## src/rtl/packed_array_regfile.sv

```systemverilog
// Register-based 3-D packed array with a handshaked element write port, NRD registered read ports
// and a one-element-per-cycle row-copy engine. The full contents are exported on mem_q.
module packed_array_regfile #(
    parameter int ROWS = 2,
    parameter int COLS = 3,
    parameter int W    = 4,
    parameter int NRD  = 2,
    parameter logic [ROWS*COLS*W-1:0] INIT = 24'h6E56E5,
    localparam int RW = (ROWS > 1) ? $clog2(ROWS) : 1,
    localparam int CW = (COLS > 1) ? $clog2(COLS) : 1
) (
    input  logic                             clk,
    input  logic                             rst_n,
    input  logic                             wr_valid,
    output logic                             wr_ready,
    input  logic [RW-1:0]                    wr_row,
    input  logic [CW-1:0]                    wr_col,
    input  logic [W-1:0]                     wr_data,
    input  logic [NRD-1:0]                   rd_en,
    input  logic [NRD-1:0][RW-1:0]           rd_row,
    input  logic [NRD-1:0][CW-1:0]           rd_col,
    output logic [NRD-1:0][W-1:0]            rd_data,
    output logic [NRD-1:0]                   rd_valid,
    input  logic                             cp_valid,
    output logic                             cp_ready,
    input  logic [RW-1:0]                    cp_src,
    input  logic [RW-1:0]                    cp_dst,
    output logic                             cp_done,
    output logic                             err,
    output logic [ROWS-1:0][COLS-1:0][W-1:0] mem_q
);

    typedef enum logic [1:0] {IDLE, COPY, DONE} state_t;

    state_t                          state_reg, state_next;
    logic [ROWS-1:0][COLS-1:0][W-1:0] mem_reg;
    logic [CW-1:0]                   k_reg;
    logic [RW-1:0]                   src_reg, dst_reg;
    logic [NRD-1:0][W-1:0]           rd_data_reg;
    logic [NRD-1:0]                  rd_valid_reg;
    logic                            err_reg;

    logic                            wr_fire, wr_oor, cp_fire, cp_oor;
    logic [NRD-1:0]                  rd_oor;

    function automatic logic row_oor(input logic [RW-1:0] r);
        return 32'(r) >= 32'(ROWS);
    endfunction

    function automatic logic col_oor(input logic [CW-1:0] c);
        return 32'(c) >= 32'(COLS);
    endfunction

    // Only reachable with non-power-of-2 ROWS/COLS; otherwise these fold to constant 0.
    assign wr_oor  = row_oor(wr_row) | col_oor(wr_col);
    assign cp_oor  = row_oor(cp_src) | row_oor(cp_dst);

    generate
        for (genvar gi = 0; gi < NRD; gi++) begin : g_rd_range
            assign rd_oor[gi] = row_oor(rd_row[gi]) | col_oor(rd_col[gi]);
        end
    endgenerate

    assign cp_ready = (state_reg == IDLE);
    assign wr_ready = (state_reg == IDLE) & ~cp_valid;
    assign cp_done  = (state_reg == DONE);
    assign wr_fire  = wr_valid & wr_ready;
    assign cp_fire  = cp_valid & cp_ready;

    always_comb begin
        state_next = state_reg;
        case (state_reg)
            IDLE:    if (cp_fire && !cp_oor) state_next = COPY;
            COPY:    if (k_reg == CW'(COLS - 1)) state_next = DONE;
            DONE:    state_next = IDLE;
            default: state_next = IDLE;
        endcase
    end

    always_ff @(posedge clk or negedge rst_n) begin
        if (!rst_n) begin
            mem_reg      <= INIT;
            state_reg    <= IDLE;
            k_reg        <= '0;
            src_reg      <= '0;
            dst_reg      <= '0;
            rd_data_reg  <= '0;
            rd_valid_reg <= '0;
            err_reg      <= 1'b0;
        end else begin
            state_reg <= state_next;
            if (cp_fire && !cp_oor) begin
                src_reg <= cp_src;
                dst_reg <= cp_dst;
                k_reg   <= '0;
            end else if (state_reg == COPY) begin
                mem_reg[dst_reg][k_reg] <= mem_reg[src_reg][k_reg];
                k_reg                   <= k_reg + 1'b1;
            end
            // Writes are only accepted in IDLE, so they never collide with the copy engine.
            if (wr_fire && !wr_oor)
                mem_reg[wr_row][wr_col] <= wr_data;
            for (int i = 0; i < NRD; i++) begin
                rd_valid_reg[i] <= rd_en[i];
                if (rd_en[i])
                    rd_data_reg[i] <= rd_oor[i] ? '0 : mem_reg[rd_row[i]][rd_col[i]];
            end
            err_reg <= (wr_fire & wr_oor) | (cp_fire & cp_oor) | (|(rd_en & rd_oor));
        end
    end

    assign rd_data  = rd_data_reg;
    assign rd_valid = rd_valid_reg;
    assign err      = err_reg;
    assign mem_q    = mem_reg;

endmodule

```

## config.mk

```make
export PLATFORM = sky130hd
export DESIGN_NAME = packed_array_regfile
export DESIGN_NICKNAME = d
export VERILOG_FILES = /design/src/rtl/packed_array_regfile.sv
export SDC_FILE = /design/constraint.sdc
export NUM_CORES = 1
export LEC_CHECK = 0
export CORE_MARGIN = 2
export CORE_UTILIZATION = 54
export DETAILED_ROUTE_END_ITERATION = 6
export GPL_TIMING_DRIVEN = 0
export PLACE_DENSITY_LB_ADDON = 0.3
export SLEW_MARGIN = 20
export SYNTH_ARGS = -nofsm -noshare
export SYNTH_HDL_FRONTEND = slang
export SYNTH_SLANG_ARGS = --single-unit
```

## constraint.sdc

```tcl
create_clock -name clk -period 3.9 [get_ports clk]
set_clock_uncertainty 0.15 [all_clocks]
set_input_delay 1.17 -clock clk [delete_from_list [all_inputs] [get_ports clk]]
set_output_delay 1.17 -clock clk [all_outputs]
set_load 0.005 [all_outputs]
```

==> implementation parameters <==
Parameter                              Value

Status
  Run status ... completed

Global route
  Global routing's busiest layer ... met2
  Met1 capacity usage during global routing ... 32.5%
  Met2 track demand over resource ... 46.3%
  Initial antenna violation count ... 0
  Total congestion overflow ... 0
  Total GRT Usage ... 27.0%
  Pin count of the biggest net entering global routing ... 25
  Number of global-route vias before repair ... 2382
  Met3 layer usage reported by global route ... between 6 and 7%
  Global-route wire length before repair ... ~11000 µm

CTS
  Root Buffer ... sky130_fd_sc_hd__clkbuf_8
  CTS tree ... yes
  Hold_buf cts ... 0
  Largest buffer count on any clock path ... 2
  Clock insertion delay at the later pin of the skew report ... 0.29 ns
  H-Tree Depth ... 2
  Sink Count ... 41
  Resized Gates After CTS ... 0
  Register clock-pin slew on the reported worst setup and hold paths ... roughly 0.070 ns
  Number of buffers added by the clock tree synthesis step ... 5
  Post-CTS Repair Setup Buffers ... 0

Route
  Via density ... 6.09
  Total Routed Length ... 6400 µm
  Total via count after detailed routing ... roughly 2300
  DR WL/cell ... 17.2 µm
  Final ANT Viol Nets ... 0
  Drc violations ... 0
  Number of DRC markers in iteration 0 ... 192
  Total iterations of the first detailed-routing run ... 5

Synth
  Number of synthesis warnings ... 0
  Sequential share of the synthesized area ... 40.7%
  Area share of fa/ha/maj cells after synthesis ... 1.46%
  Area share of and/or/nand/nor cells after synthesis ... 23.4%
  Register bit count reported by yosys ... 41
  Distinct cells, synth ... 33
  Netlist Area Pre-Place ... 2570 µm²
  Multiplexer share of the synthesized area ... 17.1%
  Post-synthesis compound-gate area fraction ... 14.3%
  Net count after synthesis ... approximately 280
  Number of instances in the synthesized netlist ... 252
  Synthesized area per cell ... 10.2 µm²
  Synth Area in XOR/XNOR ... 0%
  Largest family of logic cells by synthesized area ... simple AND/OR/NAND/NOR gates

Pwr
  Maximum ir drop on the vdd rail ... slightly below 0.0005 V
  Power per standard cell area ... 732 nW/µm²
  Total leakage power ... roughly 1.3 nW

Timing
  Maximum achievable frequency ... 273 MHz
  Endpoints failing hold ... 0
  Setup-failing EPs final ... 0
  Period utilisation layout ... 94.1%
  Setup repair after global routing missed its margin ... no
  Period minus WS final ... between 3 and 4 ns
  Headroom to the max-slew limit ... 47.2%
  Final setup TNS ... 0 ns
  Count of pins over their slew limit ... 0
  Slew of the pin with the lowest slew margin ... 0.793 ns

Critical path
  Crit path cell chain ... clkdlybuf4s50_1, nor3_1, clkdlybuf4s50_1
  Critical Path Most Common Cell ... sky130_fd_sc_hd__clkdlybuf4s50_1
  CP Max Fanout ... 5
  Worst path required time ... ~2.6 ns
  Slowest cell on the critical path ... sky130_fd_sc_hd__clkdlybuf4s50_1
  Critical Path End Type ... output port
  CP arrival ... 2.35 ns
  Type of origin of the critical path ... input port
  Category of the most critical setup path ... input port to output port
  Largest stage delay on the critical path ... between 0.5 and 0.6 ns

Final layout
  Largest register FFs ... 24
  Count of antenna diodes in the layout ... 0
  Final layout net count ... 340
  Layout overhead on the synthesized area ... 28.9%
  Post-route non-filler standard cell count ... 371
  Final Core Density ... between 70% and 80%
  Fraction of layout cells with a size suffix above 1 ... between 10% and 20%

Place
  Port bufs ... 56
  Total half-perimeter wirelength after legalization and detailed placement ... 4940 µm
  Placer congestion estimate ... approximately 0.85
  Placed cell count ... 363

Die
  Initial Util ... 55.1%
  Placement row count ... 25
  Horizontal extent of the die ... 72.9 µm
  Core region area ... 4660 µm²
  Y dimension of the die ... 72.9 µm
  DIE AREA ... 5320 µm²
  Ports ... 59

Min path
  Path category of the worst min-delay check ... flip-flop to flip-flop

Flow run
  Number of max-cap violations ... 0
logic make-up after synthesis:
logic type | Yosys count
buf+inv | 17
simple gates | 110
mux | 31
compound gates | 50
flops | 41
fa+ha+maj | 3
layer usage:
metal	vias up	wire, µm
li1	1041	-
met1	1080	2480
met2	116	3260
met3	24	491
met4	0	168
met5	-	0
cell usage after synthesis:
| master | count | area [µm²] |
|---|---|---|
| sky130_fd_sc_hd__a211oi_1 | 4 | 30.0 |
| sky130_fd_sc_hd__a21o_1 | 4 | 30.0 |
| sky130_fd_sc_hd__a21oi_1 | 8 | 40.0 |
| sky130_fd_sc_hd__a222oi_1 | 4 | 40.0 |
| sky130_fd_sc_hd__a22o_1 | 1 | 8.76 |
| sky130_fd_sc_hd__a22oi_1 | 8 | 60.1 |
| sky130_fd_sc_hd__and2_1 | 21 | 131 |
| sky130_fd_sc_hd__and2b_1 | 1 | 7.51 |
| sky130_fd_sc_hd__and3_1 | 1 | 6.26 |
| sky130_fd_sc_hd__buf_1 | 3 | 11.3 |
| sky130_fd_sc_hd__buf_2 | 1 | 5.00 |
| sky130_fd_sc_hd__buf_6 | 2 | 22.5 |
| sky130_fd_sc_hd__clkbuf_1 | 5 | 18.8 |
| sky130_fd_sc_hd__dfrtp_1 | 27 | 676 |
| sky130_fd_sc_hd__dfstp_2 | 14 | 368 |
| sky130_fd_sc_hd__ha_1 | 3 | 37.5 |
| sky130_fd_sc_hd__inv_1 | 6 | 22.5 |
| sky130_fd_sc_hd__mux2_2 | 22 | 248 |
| sky130_fd_sc_hd__mux2i_1 | 1 | 10.0 |
| sky130_fd_sc_hd__mux4_2 | 8 | 180 |
| sky130_fd_sc_hd__nand2_1 | 25 | 93.8 |
| sky130_fd_sc_hd__nand2b_1 | 2 | 12.5 |
| sky130_fd_sc_hd__nand3_1 | 3 | 15.0 |
| sky130_fd_sc_hd__nor2_1 | 43 | 161 |
| sky130_fd_sc_hd__nor2b_1 | 3 | 18.8 |
| sky130_fd_sc_hd__nor3_1 | 3 | 15.0 |
| sky130_fd_sc_hd__nor3_4 | 3 | 48.8 |
| sky130_fd_sc_hd__nor4_4 | 2 | 42.5 |
| sky130_fd_sc_hd__nor4b_4 | 1 | 23.8 |
| sky130_fd_sc_hd__nor4bb_1 | 1 | 10.0 |
| sky130_fd_sc_hd__o21bai_1 | 1 | 7.51 |
| sky130_fd_sc_hd__o31ai_1 | 20 | 150 |
| sky130_fd_sc_hd__or4b_4 | 1 | 13.8 |
layout make-up:
type	count	area, µm²
plain buffers	11	57.6
well taps	54	67.6
clock buffers	8	90.1
inverters	6	22.5
fillers	371	1350
multi-input cells	194	1440
repair buffers	57	583
flip-flops and latches	41	1040
power by group:
| group | internal, mW | switching [mW] | total [mW] |
|---|---|---|---|
| registers | 0.657 | 0.227 | 0.884 |
| clock network | 0.144 | 0.136 | 0.280 |
| logic | 0.719 | 0.538 | 1.26 |
worst paths after layout:
kind / slack [ns] / cells after the start / to / startpoint
max: 0.23 / 3 / wr_ready / cp_valid
min: 0.37 / 2 / rd_data[0] / rd_data[0]
max reg2reg: 1.53 / 5 / mem_q[6] / k_reg[0]
min reg2reg: 0.37 / 2 / rd_data[0] / rd_data[0]
max in group asynchronous: 2.38 / 2 / mem_q[10] / rst_n
min in group asynchronous: 0.67 / 1 / k_reg[0] / rst_n
critical path: cells and delay by family:
family | cells | cell delay (ns)
buf+inv | 2 | 1.02
simple gates | 1 | 0.16
layout by cell type, fill, tap and decap left out, types with 2 or more instances in the layout:
| cell | instances |
|---|---|
| sky130_fd_sc_hd__clkbuf_1 | 7 |
| sky130_fd_sc_hd__inv_1 | 6 |
| sky130_fd_sc_hd__a22oi_1 | 8 |
| sky130_fd_sc_hd__a222oi_1 | 4 |
| sky130_fd_sc_hd__a211oi_1 | 4 |
| sky130_fd_sc_hd__buf_1 | 3 |
| sky130_fd_sc_hd__clkdlybuf4s50_1 | 55 |
| sky130_fd_sc_hd__mux4_2 | 8 |
| sky130_fd_sc_hd__nor4_4 | 2 |
| sky130_fd_sc_hd__ha_1 | 3 |
| sky130_fd_sc_hd__nor3_4 | 3 |
| sky130_fd_sc_hd__a21oi_1 | 8 |
| sky130_fd_sc_hd__clkbuf_8 | 6 |
| sky130_fd_sc_hd__dfstp_2 | 14 |
| sky130_fd_sc_hd__nor2b_1 | 3 |
| sky130_fd_sc_hd__o31ai_1 | 20 |
| sky130_fd_sc_hd__buf_6 | 2 |
| sky130_fd_sc_hd__dfrtp_1 | 27 |
| sky130_fd_sc_hd__a21o_1 | 4 |
| sky130_fd_sc_hd__buf_2 | 2 |
| sky130_fd_sc_hd__nor3_1 | 3 |
| sky130_fd_sc_hd__mux2_2 | 22 |
| sky130_fd_sc_hd__nand3_1 | 3 |
| sky130_fd_sc_hd__and2_1 | 21 |
| sky130_fd_sc_hd__nor2_1 | 43 |
| sky130_fd_sc_hd__nand2_1 | 25 |
| sky130_fd_sc_hd__nand2b_1 | 2 |
metrics by stage:
stage / area, µm² / power [mW] / hold slack, ns / worst slack [ns]
floorplan: 2570 / 1.56 / 0.362 / 1.25
global placement: 3190 / 2.08 / 0.353 / 0.255
detailed placement: 3220 / 2.13 / 0.360 / 0.219
CTS: 3310 / 2.42 / 0.378 / 0.221
global route: 3310 / 2.60 / 0.400 / 0.149
finish: 3310 / 2.42 / 0.373 / 0.231
No activity file was read; power rests on OpenSTA's default activity.
